## config.mk

```make
export PLATFORM = sky130hd
export DESIGN_NAME = fetch_unit
export DESIGN_NICKNAME = d
export VERILOG_FILES = /design/src/rtl/cpu_pkg.sv /design/src/rtl/fetch_queue.sv /design/src/rtl/fetch_unit.sv
export SDC_FILE = /design/constraint.sdc
export NUM_CORES = 1
export LEC_CHECK = 0
export BUFFER_PORTS_ARGS = -buffer_cell sky130_fd_sc_hd__buf_2
export CAP_MARGIN = 20
export CORE_UTILIZATION = 58
export DETAILED_ROUTE_END_ITERATION = 8
export PLACE_DENSITY = 0.8
export SLEW_MARGIN = 30
export SYNTH_ARGS = -nofsm -noshare
export SYNTH_HDL_FRONTEND = slang
export SYNTH_SLANG_ARGS = --single-unit
```

## constraint.sdc

```tcl
create_clock -name clk -period 3.9 [get_ports clk]
set_input_delay 0.39 -clock clk [delete_from_list [all_inputs] [get_ports clk]]
set_output_delay 0.39 -clock clk [all_outputs]
set_load 0.02 [all_outputs]
```

## src/rtl/cpu_pkg.sv

```systemverilog
// Shared CPU definitions: fetch-queue entry layout, NOP encoding and fetch FSM states.
package cpu_pkg;

    localparam logic [31:0] NOP        = 32'hE1A0_0000;  // MOV R0,R0
    localparam int          WORD_BYTES = 4;

    localparam logic [0:0] ST_RUN  = 1'b0;
    localparam logic [0:0] ST_HALT = 1'b1;

    // 65-bit queue entry {fault, pc, instr}
    typedef struct packed {
        logic        fault;
        logic [31:0] pc;
        logic [31:0] instr;
    } fetch_entry_t;

endpackage

```

## src/rtl/fetch_queue.sv

```systemverilog
// Synchronous prefetch FIFO of fetch entries; flush beats push and pop.
module fetch_queue
    import cpu_pkg::*;
#(
    parameter int DEPTH = 4
) (
    input  logic                     clk,
    input  logic                     reset,
    input  logic                     i_push,
    input  logic                     i_pop,
    input  logic                     i_flush,
    input  fetch_entry_t             i_data,
    output fetch_entry_t             o_head,
    output logic [$clog2(DEPTH):0]   o_count,
    output logic                     o_empty,
    output logic                     o_full
);

    localparam int AW = $clog2(DEPTH);
    localparam int CW = AW + 1;

    fetch_entry_t    r_mem [DEPTH];
    logic [AW-1:0]   r_wptr;
    logic [AW-1:0]   r_rptr;
    logic [CW-1:0]   r_count;
    logic            w_push;
    logic            w_pop;

    assign o_empty = (r_count == '0);
    assign o_full  = (r_count == CW'(DEPTH));
    assign o_count = r_count;
    assign o_head  = r_mem[r_rptr];

    // Push into a full queue is legal only when the head leaves the same cycle.
    assign w_pop  = i_pop && !o_empty;
    assign w_push = i_push && (!o_full || w_pop);

    always_ff @(posedge clk) begin
        if (reset || i_flush) begin
            r_wptr  <= '0;
            r_rptr  <= '0;
            r_count <= '0;
        end else begin
            if (w_push) r_wptr <= r_wptr + AW'(1);
            if (w_pop)  r_rptr <= r_rptr + AW'(1);
            case ({w_push, w_pop})
                2'b10:   r_count <= r_count + CW'(1);
                2'b01:   r_count <= r_count - CW'(1);
                default: r_count <= r_count;
            endcase
        end
    end

    // Storage is cleared on reset so the head never reads X.
    always_ff @(posedge clk) begin
        if (reset) begin
            for (int i = 0; i < DEPTH; i++) r_mem[i] <= '0;
        end else if (w_push && !i_flush) begin
            r_mem[r_wptr] <= i_data;
        end
    end

endmodule

```

## src/rtl/fetch_unit.sv

```systemverilog
// Instruction fetch stage: drives memory address, queues returned words, flags faulting fetches.
module fetch_unit
    import cpu_pkg::*;
#(
    parameter int          DEPTH     = 4,
    parameter logic [31:0] RESET_PC  = 32'h0000_0000,
    parameter int          MEM_BYTES = 800
) (
    input  logic        clk,
    input  logic        reset,
    output logic [31:0] mem_address,
    input  logic [31:0] mem_read_data,
    input  logic        redirect_valid,
    input  logic [31:0] redirect_pc,
    output logic        instr_valid,
    input  logic        instr_ready,
    output logic [31:0] instr,
    output logic [31:0] instr_pc,
    output logic        instr_fault
);

    localparam logic [31:0] PC_LIMIT = 32'(MEM_BYTES - 3);

    logic [31:0]          r_pc;
    logic [0:0]           r_state;
    logic                 w_fault;
    logic                 w_push;
    logic                 w_pop;
    logic                 w_empty;
    logic                 w_full;
    logic [$clog2(DEPTH):0] w_count;
    fetch_entry_t         w_entry;
    fetch_entry_t         w_head;

    assign mem_address = r_pc;
    assign w_fault     = (r_pc[1:0] != 2'b00) || (r_pc >= PC_LIMIT);

    // Faulting addresses get a NOP; memory returns garbage out there.
    assign w_entry.fault = w_fault;
    assign w_entry.pc    = r_pc;
    assign w_entry.instr = w_fault ? NOP : mem_read_data;

    assign w_pop  = !w_empty && instr_ready;
    assign w_push = (r_state == ST_RUN) && !redirect_valid && (!w_full || w_pop);

    always_ff @(posedge clk) begin
        if (reset) begin
            r_pc    <= RESET_PC;
            r_state <= ST_RUN;
        end else if (redirect_valid) begin
            r_pc    <= redirect_pc;
            r_state <= ST_RUN;
        end else if (w_push) begin
            if (w_fault) r_state <= ST_HALT;
            else         r_pc    <= r_pc + 32'(WORD_BYTES);
        end
    end

    fetch_queue #(
        .DEPTH (DEPTH)
    ) u_queue (
        .clk     (clk),
        .reset   (reset),
        .i_push  (w_push),
        .i_pop   (w_pop),
        .i_flush (redirect_valid),
        .i_data  (w_entry),
        .o_head  (w_head),
        .o_count (w_count),
        .o_empty (w_empty),
        .o_full  (w_full)
    );

    assign instr_valid = (w_count != '0);
    assign instr       = w_head.instr;
    assign instr_pc    = w_head.pc;
    assign instr_fault = w_head.fault;

endmodule

```

==> results of run 1 <==
[cell usage after synthesis (all sizes together) (4+ instances only)]
cell / instances
nor4: 4
nand4: 4
xor2: 4
a31oi: 4
nor2: 157
clkbuf: 36
buf: 31
inv: 38
mux4: 65
and3: 106
or2: 5
o21a: 12
edfxtp: 260
a21oi: 6
or3: 5
nor3: 9
nand2: 38
mux2i: 25
nand3: 4
dfxtp: 42
[sequential cells by signal, indices dropped and copies added, names as in the netlist, named ones only]
| signal | count |
|---|---|
| mem_address | 32 |
| u_queue.r_wptr | 2 |
| u_queue.r_mem | 260 |
| u_queue.r_rptr | 2 |
| r_state | 1 |
| u_queue.o_count | 3 |
[worst max-delay path, stage by stage, from the launching register on]
cell	delay [ns]
dfxtp_4	0.71
buf_4	0.47
mux4_2	0.59
buf_2	0.18
[cells by family (layout without fill, tap and decap cells)]
| family | count (synthesis) | after routing |
|---|---|---|
| other | 0 | 2 |
| multiplexers | 90 | 90 |
| flip-flops | 302 | 302 |
| buffers and inverters | 105 | 275 |
| adder cells (fa/ha/maj) | 3 | 3 |
| AO/OA/AOI/OAI | 36 | 36 |
| AND/OR/NAND/NOR | 345 | 345 |
| XOR/XNOR | 6 | 6 |
[worst paths after layout]
| check | start | to | slack [ns] | cells past startpoint |
|---|---|---|---|---|
| max | register | instr[2] | 0.99 | 3 |
| min | redirect_pc[19] | mem_address[19] | 0.07 | 3 |
| max reg2reg | u_queue.o_count[0] | u_queue.o_count[2] | 1.15 | 10 |
| min reg2reg | u_queue.o_count[2] | u_queue.o_count[2] | 0.50 | 2 |
[layer usage]
layer | vias to the layer above | GRT usage (%)
li1 | 3601 | -
met1 | 3966 | 35.3
met2 | 371 | 41.5
met3 | 46 | 3.52
met4 | 0 | 9.25
met5 | - | 0
[final cells by class]
| type | count | area share, % |
|---|---|---|
| Clock buffer | 45 | 5.54 |
| Antenna cell | 2 | 0.0335 |
| Timing Repair Buffer | 183 | 6.78 |
| Inverter | 38 | 0.956 |
| Multi-Input combinational cell | 480 | 25.7 |
| Sequential cell | 302 | 58.0 |
| Tap cell | 280 | 2.35 |
| Clock inverter | 9 | 0.646 |
[power breakdown]
part / internal (mW) / switching [mW] / total, mW
clock network: 1.58 / 1.14 / 2.72
logic: 0.209 / 0.375 / 0.585
registers: 3.66 / 0.0763 / 3.74
[placed cells by master (no fill, tap or decap), types with 5 or more instances in the layout]
master / netlist / layout
mux2i_1: 25 / 25
edfxtp_1: 260 / 260
dfxtp_1: 42 / 40
nand2_1: 38 / 38
clkbuf_16: 0 / 29
and3_1: 106 / 105
buf_2: 21 / 165
nor3_1: 8 / 8
clkbuf_1: 32 / 12
or3_1: 5 / 5
nor2_1: 154 / 153
inv_1: 38 / 38
a21oi_1: 6 / 6
mux4_2: 65 / 65
o21a_1: 12 / 12
buf_4: 2 / 14
==> out/qor.csv, run 1 <==
metric;value;unit
status;completed;
wl_per_cell;21.4;um
h-tree-depth;1;
async_reset_ff_share;0;%
period_needed;2.91;ns
postRouteWirelength;28600;um
syn_area;12900;um^2
synth_ff_type;edfxtp_1;
fp.dieH;151;um
finalPower;7.05;mW
clkSinkCount;302;
multi_input_area;3830;um^2
hold_class;in2reg;
synth_compound_area_share;2.09;%
p_leak;6.25;nW
yosysUniqueCellTypes;52;
cts_tree;built;
areaGrowthSynthToFinish;15.8;%
final_util;68.4;%
worst_slew_pin_slew;0.993;ns
holdWs;0.0710;ns
wl_met1;11400;um
fin_crit_sh;74.5;%
start_util;59.0;%
drc;0;
pwr_density_cell;472;nW/um^2
syn_inst;887;
synthAdderAreaFrac;0.350;%
crit_path_end_kind;primary output;
ant_nets;0;
synth_seq_cells;302;
drv_cap;0;
hold_buffers;0;
fin_ws;0.994;ns
grt_pass1_wl;42900;um
synth_edf_count;260;
fmax;344;MHz
crit_fanout;26;
muxShareOfSynthArea;13.3;%
routed-wl-met2;14400;um
fillers;1459;
peakVddDrop;0.302;mV
seq_area;8660;um^2
drv_slew;0;
synth_xor_area_share;0.408;%
startpoint_type;register;
dp.cells;1283;
port_buffers;165;
ys_warn_count;0;
required;3.51;ns
wl_met3;2130;um
cts_buffers;29;
post-cts-setup-buffers;0;
worstPathArrival;2.52;ns
first_iter_violations;653;
synth-simple-area-share;13.3;%
yosys.area.top_type;edfxtp_1;
yosys-top-cells-area;edfxtp_1, mux4_2, dfxtp_1, and3_1, nor2_1;
setup_viol;0;
synth_top_family_by_area;simple AND/OR/NAND/NOR gates;
grt_pass1_vias;7710;
rows;54;
gp_congestion;0.845;
post-dp-hpwl;17100;um
core_area;21800;um^2
synth.avg_cell_area;14.5;um^2
synth_nets;958;
fin_worst_skew;0.0297;ns
dr.pass1.iters;5;
root_buffer;clkbuf_16;
die_w;151;um
synth_seq_area_share;67.1;%
fin_nets;1105;
cts-resized-gates;0;
highest_layer;met4;
clk_pin_slew;0.06;ns
hold_viol;0;
grt_max_degree;107;
track_usage;25.4;%
pin_count;166;
pre_cts_ws;0.950;ns
criticalPathCategory;reg2out;
dr_total_vias;7984;
antenna_found_initial;3;
die_area;22800;um^2
rsz0062_at_grt;no;
grt_overflow;0;
cts_buffer_depth;3;
design_area;14900;um^2
relSlewSlack;33.8;%
drive_gt1_share;29.0;%
synth_top_area_share;60.6;%
insertion_delay;0.55;ns
place_area;14000;um^2
instances_no_fill;1339;
via_per_inst;5.96;
tns;0;ns
(Power assumes the default switching activity.)
==> run 2, diff against run 1 <==
- CORE_UTILIZATION: 58 -> 52
- PLACE_DENSITY: 0.8 -> 0.76
- clock period: 3.9 -> 2.3 ns (I/O delays scaled with it)
==> out/qor.csv, run 2 (synthesized netlist as in run 1, its figures left out) <==
metric;value;unit
root_buffer;clkbuf_16;
status;completed;
wl_per_cell;20.6;um
cts_tree;built;
startpoint_type;register;
setup_viol;0;
worstHoldEndpoint;u_queue.r_mem[2][21];
cts_buffers;30;
areaGrowthSynthToFinish;23.0;%
grtUsageMet3;3.70;%
clkSinkCount;302;
worstPathArrival;1.99;ns
place_area;14500;um^2
grt_max_degree;59;
criticalPathCategory;reg2out;
grt_pass1_vias;8376;
fin_crit_sh;96.6;%
grt.busiest_layer;met2;
port_buffers;165;
via_per_inst;5.69;
fin_worst_skew;0.0180;ns
hold_class;in2reg;
crit_path_end_kind;primary output;
relSlewSlack;54.9;%
drive_gt1_share;30.4;%
gp_congestion;0.840;
hold_depth;2;
rr_endpoint;u_queue.r_mem[3][28];
start_util;53.0;%
rsz0062_at_grt;no;
grt_overflow;0;
regMostFlops;u_queue.r_mem;
grtUsageMet2;40.8;%
timing.rr.start;mem_address[3];
dr.pass1.iters;5;
fin_ws;0.0784;ns
ant_nets;0;
drv_cap;0;
dr_total_vias;8273;
p_leak;6.65;nW
worst_slew_pin_slew;0.677;ns
fp.dieH;159;um
pin_count;166;
insertion_delay;0.56;ns
drc;0;
die_area;25400;um^2
period_needed;2.22;ns
cts_buffer_depth;3;
tns;0;ns
clk_pin_slew;0.06;ns
pre_cts_ws;0.0884;ns
post-dp-hpwl;18100;um
first_iter_violations;701;
fmax;450;MHz
drv_slew;0;
rows;57;
core_area;24300;um^2
crit_fanout;27;
required;2.07;ns
die_w;159;um
pwr_density_cell;771;nW/um^2
most-common-layout-cells;edfxtp_1, buf_2, nor2_1;
use_met1;29.9;%
track_usage;23.6;%
largest_reg_flops;260;
reg2reg_slack;0.09;ns
fin_nets;1175;
peakVddDrop;0.508;mV
reg2reg_depth;7;
final_common_cell;edfxtp_1;
grt_pass1_wl;46000;um
antenna_found_initial;2;
min-delay-start;mem_read_data[21];
hold_viol;0;
design_area;15800;um^2
h-tree-depth;1;
postRouteWirelength;29900;um
[run 2: cell count changes in the layout (fill, tap and decap cells not counted), moves of 2 or more]
cell           change
buf_12            +15
clkbuf_8           -2
clkinv_2           +2
buf_4             +17
dlygate4sd3_1     +36
clkbuf_16          +2
[run 2: layer usage]
metal / vias to the layer above / share of wire [%]
li1: 3743 / -
met1: 4117 / 38
met2: 345 / 51
met3: 68 / 7.0
met4: 0 / 3.5
met5: - / 0
[run 2: report_power, final]
group / internal (mW) / total, mW / leakage, nW / switching [mW]
Combinational: 0.459 / 1.16 / 3.14 / 0.696
Clock: 2.76 / 4.74 / 0.464 / 1.98
Sequential: 6.21 / 6.31 / 3.05 / 0.104
Total: 9.43 / 12.2 / 6.65 / 2.78
[run 2: how the worst max path moves through the flow]
stage / from / slack (ns) / cells after the start / endpoint
floorplan: redirect_valid / 0.01 / 7 / u_queue.r_mem[2][0]
global placement: mem_address[26] / 0.12 / 6 / u_queue.r_mem[3][5]
detailed placement: mem_address[26] / 0.09 / 7 / u_queue.r_mem[0][30]
CTS: mem_address[26] / 0.04 / 7 / u_queue.r_mem[0][29]
global route: register / 0.01 / 3 / instr[0]
finish: register / 0.08 / 3 / instr_pc[28]
[run 2: what timing repair did]
action                                  in CTS  in global routing
endpoints found under the hold margin       42                  0
pin swaps                                    0                  1
hold buffers                                36                  0
endpoints found under the setup margin      13                123
resized for setup                            1                  2
setup buffers                                1                  0
[run 2: critical path, stage by stage (launching register included)]
cell     delay [ns]
dfxtp_4        0.62
buf_12         0.26
mux4_2         0.37
buf_2          0.18
[run 2: final cells by class]
cell class | count | area [um^2]
flip-flops and latches | 302 | 8660
fillers | 1718 | 8470
multi-input cells | 480 | 3860
repair buffers | 252 | 1830
clock buffers | 45 | 848
well taps | 324 | 405
inverters | 38 | 143
clock inverters | 11 | 105
diodes | 2 | 5.00
[run 2: per-stage QoR]
step | util (%) | total power [mW] | hold WS (ns) | std cells
3_5_place_dp | 59.6 | 7.52 | 0.471 | 1359
3_3_place_gp | 59.5 | 7.49 | 0.466 | 1358
6_report | 65.2 | 12.2 | 0.0173 | 1454
5_1_grt | 65.2 | 12.6 | 0.00723 | 1454
4_1_cts | 65.1 | 12.3 | 0.0000844 | 1452
2_1_floorplan | - | 7.03 | 0.378 | 887
